==> src/rtl/bp_gshare_btb_if.sv <==
// bp_gshare_btb_if: fetch lookup, EX resolve/update and statistics signals of the branch predictor.
interface bp_gshare_btb_if #(
    parameter int PC_BITS   = 12,
    parameter int STAT_BITS = 16
);
    logic [PC_BITS-1:0]   F_pc;
    logic                 MEM_stall;
    logic                 EX_brn;
    logic [PC_BITS-1:0]   EX_pc;
    logic [PC_BITS-1:0]   EX_alu_out;
    logic                 EX_true_taken;
    logic                 EX_BP_taken;
    logic                 F_BP_taken;
    logic [PC_BITS-1:0]   F_BP_target_pc;
    logic                 F_BP_hit;
    logic [STAT_BITS-1:0] BP_miss_cnt;

    modport master (
        output F_pc, MEM_stall, EX_brn, EX_pc, EX_alu_out, EX_true_taken, EX_BP_taken,
        input  F_BP_taken, F_BP_target_pc, F_BP_hit, BP_miss_cnt
    );
    modport slave (
        input  F_pc, MEM_stall, EX_brn, EX_pc, EX_alu_out, EX_true_taken, EX_BP_taken,
        output F_BP_taken, F_BP_target_pc, F_BP_hit, BP_miss_cnt
    );
endinterface

==> src/rtl/bp_gshare_btb.sv <==
// bp_gshare_btb: direct-mapped BTB with per-entry saturating direction counters,
// indexed bimodally (PRED_MODE=0) or by PC XOR global history (PRED_MODE=1).
module bp_gshare_btb #(
    parameter int PC_BITS   = 12,
    parameter int ENTRIES   = 16,
    parameter int CNT_BITS  = 2,
    parameter int PRED_MODE = 0,
    parameter int STAT_BITS = 16
) (
    input logic            clk,
    input logic            rst,
    bp_gshare_btb_if.slave bp
);
    localparam int IDX = $clog2(ENTRIES);
    localparam int TAG = PC_BITS - IDX;
    localparam logic [CNT_BITS-1:0] WEAK_TAKEN = CNT_BITS'(1) << (CNT_BITS - 1);

    logic [ENTRIES-1:0]   valid;
    logic [TAG-1:0]       tag    [ENTRIES];
    logic [PC_BITS-1:0]   target [ENTRIES];
    logic [CNT_BITS-1:0]  ctr    [ENTRIES];
    logic [IDX-1:0]       ghr, hist, f_idx, u_idx;
    logic [TAG-1:0]       f_tag, u_tag;
    logic [CNT_BITS-1:0]  u_ctr, ctr_next;
    logic [STAT_BITS-1:0] miss_cnt;
    logic                 upd, u_hit, mispredict;

    // history still shifts in bimodal mode but is kept out of the index
    assign hist  = (PRED_MODE == 1) ? ghr : '0;
    assign f_idx = bp.F_pc[IDX-1:0] ^ hist;
    assign f_tag = bp.F_pc[PC_BITS-1:IDX];
    assign u_idx = bp.EX_pc[IDX-1:0] ^ hist;
    assign u_tag = bp.EX_pc[PC_BITS-1:IDX];

    assign bp.F_BP_hit       = valid[f_idx] && (tag[f_idx] == f_tag);
    assign bp.F_BP_taken     = bp.F_BP_hit && ctr[f_idx][CNT_BITS-1];
    assign bp.F_BP_target_pc = bp.F_BP_taken ? target[f_idx] : bp.F_pc + 1'b1;
    assign bp.BP_miss_cnt    = miss_cnt;

    assign upd        = bp.EX_brn && !bp.MEM_stall;
    assign u_hit      = valid[u_idx] && (tag[u_idx] == u_tag);
    assign u_ctr      = ctr[u_idx];
    assign mispredict = bp.EX_true_taken != bp.EX_BP_taken;
    assign ctr_next   = bp.EX_true_taken ? (&u_ctr ? u_ctr : u_ctr + 1'b1)
                                         : (|u_ctr ? u_ctr - 1'b1 : u_ctr);

    always_ff @(posedge clk or negedge rst) begin
        if (!rst) begin
            valid    <= '0;
            ghr      <= '0;
            miss_cnt <= '0;
            for (int i = 0; i < ENTRIES; i++) ctr[i] <= '0;
        end else if (upd) begin
            ghr <= {ghr[IDX-2:0], bp.EX_true_taken};
            if (mispredict && !(&miss_cnt)) miss_cnt <= miss_cnt + 1'b1;
            if (u_hit) ctr[u_idx] <= ctr_next;
            else if (bp.EX_true_taken) begin
                valid[u_idx] <= 1'b1;
                ctr[u_idx]   <= WEAK_TAKEN;
            end
        end
    end

    // a taken update either refreshes a hit entry or allocates over a miss; tag is unchanged on hit
    always_ff @(posedge clk) begin
        if (upd && rst && bp.EX_true_taken) begin
            tag[u_idx]    <= u_tag;
            target[u_idx] <= bp.EX_alu_out;
        end
    end
endmodule

==> src/flat_wrapper.sv <==
// flat-port wrapper written by rule: the top's interface ports become plain ports
module bp_gshare_btb_flat 
#(
    parameter int PC_BITS   = 12,
    parameter int ENTRIES   = 16,
    parameter int CNT_BITS  = 2,
    parameter int PRED_MODE = 0,
    parameter int STAT_BITS = 16
)
  (clk, rst, bp_F_pc, bp_MEM_stall, bp_EX_brn, bp_EX_pc, bp_EX_alu_out, bp_EX_true_taken, bp_EX_BP_taken, bp_F_BP_taken, bp_F_BP_target_pc, bp_F_BP_hit, bp_BP_miss_cnt);
  bp_gshare_btb_if #(.PC_BITS(PC_BITS), .STAT_BITS(STAT_BITS)) bp_i ();
  input logic clk;
  input logic rst;
  input wire logic [$bits(bp_i.F_pc)-1:0] bp_F_pc;
  input wire logic [$bits(bp_i.MEM_stall)-1:0] bp_MEM_stall;
  input wire logic [$bits(bp_i.EX_brn)-1:0] bp_EX_brn;
  input wire logic [$bits(bp_i.EX_pc)-1:0] bp_EX_pc;
  input wire logic [$bits(bp_i.EX_alu_out)-1:0] bp_EX_alu_out;
  input wire logic [$bits(bp_i.EX_true_taken)-1:0] bp_EX_true_taken;
  input wire logic [$bits(bp_i.EX_BP_taken)-1:0] bp_EX_BP_taken;
  output wire logic [$bits(bp_i.F_BP_taken)-1:0] bp_F_BP_taken;
  output wire logic [$bits(bp_i.F_BP_target_pc)-1:0] bp_F_BP_target_pc;
  output wire logic [$bits(bp_i.F_BP_hit)-1:0] bp_F_BP_hit;
  output wire logic [$bits(bp_i.BP_miss_cnt)-1:0] bp_BP_miss_cnt;
  assign bp_i.F_pc = bp_F_pc;
  assign bp_i.MEM_stall = bp_MEM_stall;
  assign bp_i.EX_brn = bp_EX_brn;
  assign bp_i.EX_pc = bp_EX_pc;
  assign bp_i.EX_alu_out = bp_EX_alu_out;
  assign bp_i.EX_true_taken = bp_EX_true_taken;
  assign bp_i.EX_BP_taken = bp_EX_BP_taken;
  assign bp_F_BP_taken = bp_i.F_BP_taken;
  assign bp_F_BP_target_pc = bp_i.F_BP_target_pc;
  assign bp_F_BP_hit = bp_i.F_BP_hit;
  assign bp_BP_miss_cnt = bp_i.BP_miss_cnt;
  bp_gshare_btb #(.PC_BITS(PC_BITS), .ENTRIES(ENTRIES), .CNT_BITS(CNT_BITS), .PRED_MODE(PRED_MODE), .STAT_BITS(STAT_BITS)) u_core (.clk(clk), .rst(rst), .bp(bp_i));
endmodule
==> config.mk <==
export PLATFORM = sky130hd
export DESIGN_NAME = bp_gshare_btb_flat
export DESIGN_NICKNAME = d
export VERILOG_FILES = /design/src/rtl/bp_gshare_btb_if.sv /design/src/rtl/bp_gshare_btb.sv /design/src/flat_wrapper.sv
export SDC_FILE = /design/constraint.sdc
export NUM_CORES = 1
export LEC_CHECK = 0
export BUFFER_PORTS_ARGS = -buffer_cell sky130_fd_sc_hd__buf_4
export CAP_MARGIN = 20
export CORE_ASPECT_RATIO = 0.8
export CORE_MARGIN = 3
export CORE_UTILIZATION = 45
export DETAILED_ROUTE_END_ITERATION = 8
export GPL_ROUTABILITY_DRIVEN = 1
export PLACE_DENSITY = 0.65
export REMOVE_ABC_BUFFERS = 1
export SLEW_MARGIN = 20
export SYNTH_ARGS = -nofsm -noshare
export SYNTH_HDL_FRONTEND = slang
export SYNTH_SLANG_ARGS = --single-unit
==> constraint.sdc <==
create_clock -name clk -period 8 [get_ports clk]
set_input_delay 1.6 -clock clk [delete_from_list [all_inputs] [get_ports clk]]
set_output_delay 1.6 -clock clk [all_outputs]
set_load 0.03 [all_outputs]
# Word-level counts from Yosys, hierarchy flattened

Memories as Yosys holds them, arrays and structs flattened.
Index checks and enable logic that the tools add are counted.

Register bits: 64
Bits in writable memories: 320
Input bits: 42
Output and inout port bits: 30
Word-level logic and storage cells: 81
Memories: 2

Memories:

| name          | words | bits a word | rd ports | clocked after Yosys merged registers in | write ports | line                | RTL |
|---|---|---|---|---|---|---|---|
| u_core.target | 16    | 12          | 1        | 0                                       | 1           | bp_gshare_btb.sv:20 | `logic [PC_BITS-1:0] target [ENTRIES];` |
| u_core.tag    | 16    | 8           | 2        | 0                                       | 1           | bp_gshare_btb.sv:19 | `logic [TAG-1:0] tag [ENTRIES];` |

Add/sub/neg operators: 4
Magnitude comparators: 6
Equality and inequality tests: 3
Mux-type cells: 23
Bitwise gates (word level): 7
Reductions and logical operators: 18

Operator list:

| cell                  | number |
|---|---|
| $mux 32               | 2 |
| $bwmux 32             | 1 |
| $or 16x16->16         | 2 |
| $add 16x1->16 const B | 1 |
| $and 16x16->16        | 1 |
| $bmux 2 s4            | 2 |
| $eq 8x8->1            | 2 |
| $mux 2                | 8 |
| $not 16->16           | 1 |
| $reduce_and 16->1     | 1 |
| $add 12x1->12 const B | 1 |
| $mux 12               | 1 |
| $ge 5x5->1 const B    | 2 |
| $lt 4x5->1 const B    | 2 |
| $not 4->5             | 2 |
| $logic_and 1x1->1     | 9 |
| $bmux 1 s4            | 2 |
| $demux 2 s4           | 1 |
| $reduce_and 2->1      | 3 |
| $lt 5x1->1 const B    | 1 |
| $mux 1                | 5 |
| $demux 1 s4           | 1 |
| $ge 4x1->1 const B    | 1 |
| $reduce_and 3->1      | 1 |
| 7 further kinds       | 8 |

# Logic depth before layout (Yosys ltp)

Word-level depth: 9
Mapped depth: 13
Mapped depth without buffers: 7

# Least setup slack after synthesis

OpenSTA, ideal clock, no wires.

Path kind: in2out
Start point: in bp_F_pc[1]
End point: out bp_F_BP_taken
Arrival: 5.238 ns
Data required time: 6.400 ns
Setup slack: 1.162 ns
Stages: 10
Path buffers: 3
Path through: buf_6 buf_6 buf_6 mux4_2 mux2i_1 o21ai_0 nor3_1 o21ai_0 a2111oi_0 nor2b_1

Elaborated cells between the ends (all ways): 10
Those cells by class: 1 x eq/ne; 5 x mux; 1 x bitwise; 2 x reduce/logical; 1 x memory

RTL lines:

| what                                       | line                | RTL |
|---|---|---|
| from (decl)                                | flat_wrapper.sv:14  | `input wire logic [$bits(bp_i.F_pc)-1:0] bp_F_pc;` |
| $mem_v2 16x8 or $bmux 1 s4 (tied branches) | -                   |  |
| $eq 8x8->1 or $mux 1 (tied branches)       | bp_gshare_btb.sv:35 | `assign bp.F_BP_hit = valid[f_idx] && (tag[f_idx] == f_tag);` |
| $logic_and 1x1->1 (*)                      | bp_gshare_btb.sv:35 |  |
| named net bp_F_BP_hit                      | flat_wrapper.sv:23  | `output wire logic [$bits(bp_i.F_BP_hit)-1:0] bp_F_BP_hit;` |
| $logic_and 1x1->1 (*)                      | bp_gshare_btb.sv:36 | `assign bp.F_BP_taken = bp.F_BP_hit && ctr[f_idx][CNT_BITS-1];` |
| to (decl)                                  | flat_wrapper.sv:21  | `output wire logic [$bits(bp_i.F_BP_taken)-1:0] bp_F_BP_taken;` |

The timed path passes the listed nets; every way through them passes the cells marked *. The select of a mux whose other input is x is not followed.

# Worst setup path in the final report

Start point: in bp_F_pc[1]
End point: out bp_F_BP_taken

Word-level cells in the longest chain between the ends: 5
Elaborated cells between the ends (all ways): 10
Those cells by class: 1 x eq/ne; 5 x mux; 1 x bitwise; 2 x reduce/logical; 1 x memory

Ends and longest elaborated chain:

| what                                                                 | line |
|---|---|
| parallel branches: the longest is 4 deep, another holds $mem_v2 16x8 | - |
| $logic_and 1x1->1 (*)                                                | bp_gshare_btb.sv:36 |

Mark *: on every way between the ends. The select of a mux whose other input is x is not followed.

==> reports/qor.txt <==
Data required time of the critical path: 6400 ps
GRT Overall Usage: 21.5%
Filler cells: 3099
Power per standard cell area: 231 nW/um^2
Worst-Margin Slew: 1080 ps
Max Transition Viols Final: 0
RSZ-0062 raised after global routing: false
Fin. Hold Viols: 0
Avg WL per Cell: 26.5 um
# setup viols final: 0
Top Ports: 72
Detailed placement HPWL: 26800 um
Pin count of the biggest net entering global routing: 65
Yosys reg bits: 384
Cell area after placement: 18900 um^2
Post-route cell area: 20400 um^2
Remaining DRCs: 0
Die width: 229 um
CTS clock-pin slew for the worst setup and hold paths: 60 ps
Worst Hold Class: flip-flop to flip-flop
Most frequent cells in the layout: edfxtp_1 (320), mux4_2 (113), buf_4 (95), mux2i_1 (76), dfrtp_1 (64)
Leak: 7.02 nW
Max VDD drop: 0.000160 V
CP Launch Type: primary input
Clk sinks: 384
Routed Antenna Nets: 0
Netlist cell types: 54
Gr ovfl total: 0
Mapped Area: 17900 um^2
Antenna Cells: 0
Vias per cell: 6.19
Final setup skew: 18.5 ps
Vias in the first global route: 10700
Fin cells: 1720
Max Freq: 151 MHz
Net count of the finished layout: 1206
YS warnings: 0
Cts bufs inserted: 41
Register area: 11200 um^2
Placed cells: 1647
Status: finished clean
Setup repair bufs after CTS: 0
Post-route clock period utilization: 83.0%
GP Congestion: 0.804
Core region area: 38700 um^2
Setup TNS: 0 ps
Max-cap viol count: 0
Area occupied by multi-input gates: 6160 um^2
Critical path arrival: 5040 ps
Later-pin clock latency in the skew report: 550 ps
Synthesized area per cell: 16.2 um^2
Post-synth EDFFs: 320
Total power: 4.70 mW
First-pass GRT wire length: 68200 um
Slew margin rel.: 25.9%
Critical path endpoint category: output pin
Final wirelength: 45600 um
Top FF cell, synth: edfxtp_1
Share of layout cells above drive strength 1: 25.6%
Row Count: 64
Max clock buf depth: 3
Drt first pass iters: 7
Post-Synthesis Cells: 1103
Number of DRC markers in iteration 0: 1315
Area grow syn2layout: 13.9%
PortBufs: 71
CTS tree: yes
Crit path max fanout: 35
Hold Buf Count CTS: 0
Register area share after synthesis: 62.7%
Commonest non-fill, non-tap cell in the layout: edfxtp_1
Crit Path Class: primary input to output pin
H-tree depth: 2
Die Ht: 184 um
Die area: 42200 um^2
Post-cts resize count: 0
Root buffer cell: clkbuf_16
Initial Utilization: 46.2%
Tmin final: 6640 ps
Vias: 10600
Fraction of synthesis flops using an asynchronous set or reset pin: 16.7%
Initial antenna violation count: 0
critical path, stage by stage:
cell and delay [ps]:
buf_4 500, buf_4 430, and2_1 400, a22oi_1 180, a21o_1 200, a211oi_1 270
o21ai_0 110, a2111oi_0 920, nor2b_1 220, buf_4 170
flip-flops by register name, summed over array words and instances, names as in the netlist:
register	count
u_core.target	192
u_core.tag	128
u_core.ctr	32
u_core.bp.BP_miss_cnt	16
u_core.valid	16
worst paths after layout:
check / startpoint / end / slack (ps) / cells after the start
max: bp_F_pc[1] / bp_F_BP_taken / 1360 / 10
min: u_core.bp.BP_miss_cnt[9]$_DFFE_PN0P_ / u_core.bp.BP_miss_cnt[9]$_DFFE_PN0P_ / 500 / 1
max reg2reg: u_core.tag[6][1]$_DFFE_PP_ / u_core.valid[12]$_DFFE_PN0P_ / 4510 / 8
min reg2reg: u_core.bp.BP_miss_cnt[9]$_DFFE_PN0P_ / u_core.bp.BP_miss_cnt[9]$_DFFE_PN0P_ / 500 / 1
max in group asynchronous: rst / u_core.ctr[11]$_DFFE_PN0P_ / 6150 / 2
min in group asynchronous: rst / u_core.valid[14]$_DFFE_PN0P_ / 1280 / 2
cell families after synthesis:
family	count (synthesis)	share of synthesized area (%)
buffers and inverters	118	3.11
muxes	205	20.0
xor gates and xnor gates	38	1.86
and+or+nand+nor	206	5.77
DFF	384	62.7
AOI/OAI and AO/OA	148	6.27
adders and majority gates	4	0.252
where the power goes:
group          internal, mW  leakage [nW]  total [mW]  switching (mW)
combinational         0.170          2.65       0.405           0.235
clock                  1.26         0.705        2.05           0.794
sequential             2.20          3.66        2.24          0.0334
total                  3.63          7.02        4.70            1.06
area by class of cell:
cell class	count	share of cell area, %
Clock buffer	48	5.27
Inverter	39	0.719
Tap cell	528	3.25
Clock inverter	25	1.93
Timing Repair Buffer	95	3.50
Multi-Input combinational cell	601	30.3
Sequential cell	384	55.1
synth_stat cells (all sizes together) (4+ instances only):
cell    number  area [um^2]
nor3         4         25.0
buf         47          290
o31ai       16          120
mux4       117         2650
xnor2       28          245
a211oi      35          263
edfxtp     320         9610
mux2        12          169
and2         8         50.1
a22oi       27          208
inv         39          146
and4         5         43.8
a22o         5         43.8
a41oi       16          140
o21bai      17          128
a21oi       12         60.1
dfrtp       64         1600
mux2i       76          761
nand2       41          154
nand3       25          125
nand4       13         87.6
clkbuf      32          120
nor2b       15         93.8
xor2        10         87.6
nor4        16          100
nor2        61          229
and3        11         68.8
stage by stage:
stage               hold slack [ps]  worst slack, ps  utilization, %
global route                    524             1280            52.6
global placement                482             1420            48.8
finish                          497             1360            52.6
CTS                             502             1390            52.6
floorplan                       455             1390               -
detailed placement              488             1390            48.8
layer usage:
layer / global-route usage [%] / part of all wire, % / vias up
met4: 5.59 / 2.3 / 0
met5: 0 / 0 / -
met2: 34.2 / 47 / 494
met3: 4.17 / 8.1 / 85
li1: - / - / 4547
met1: 31.0 / 43 / 5522
(Power assumes the default switching activity.)
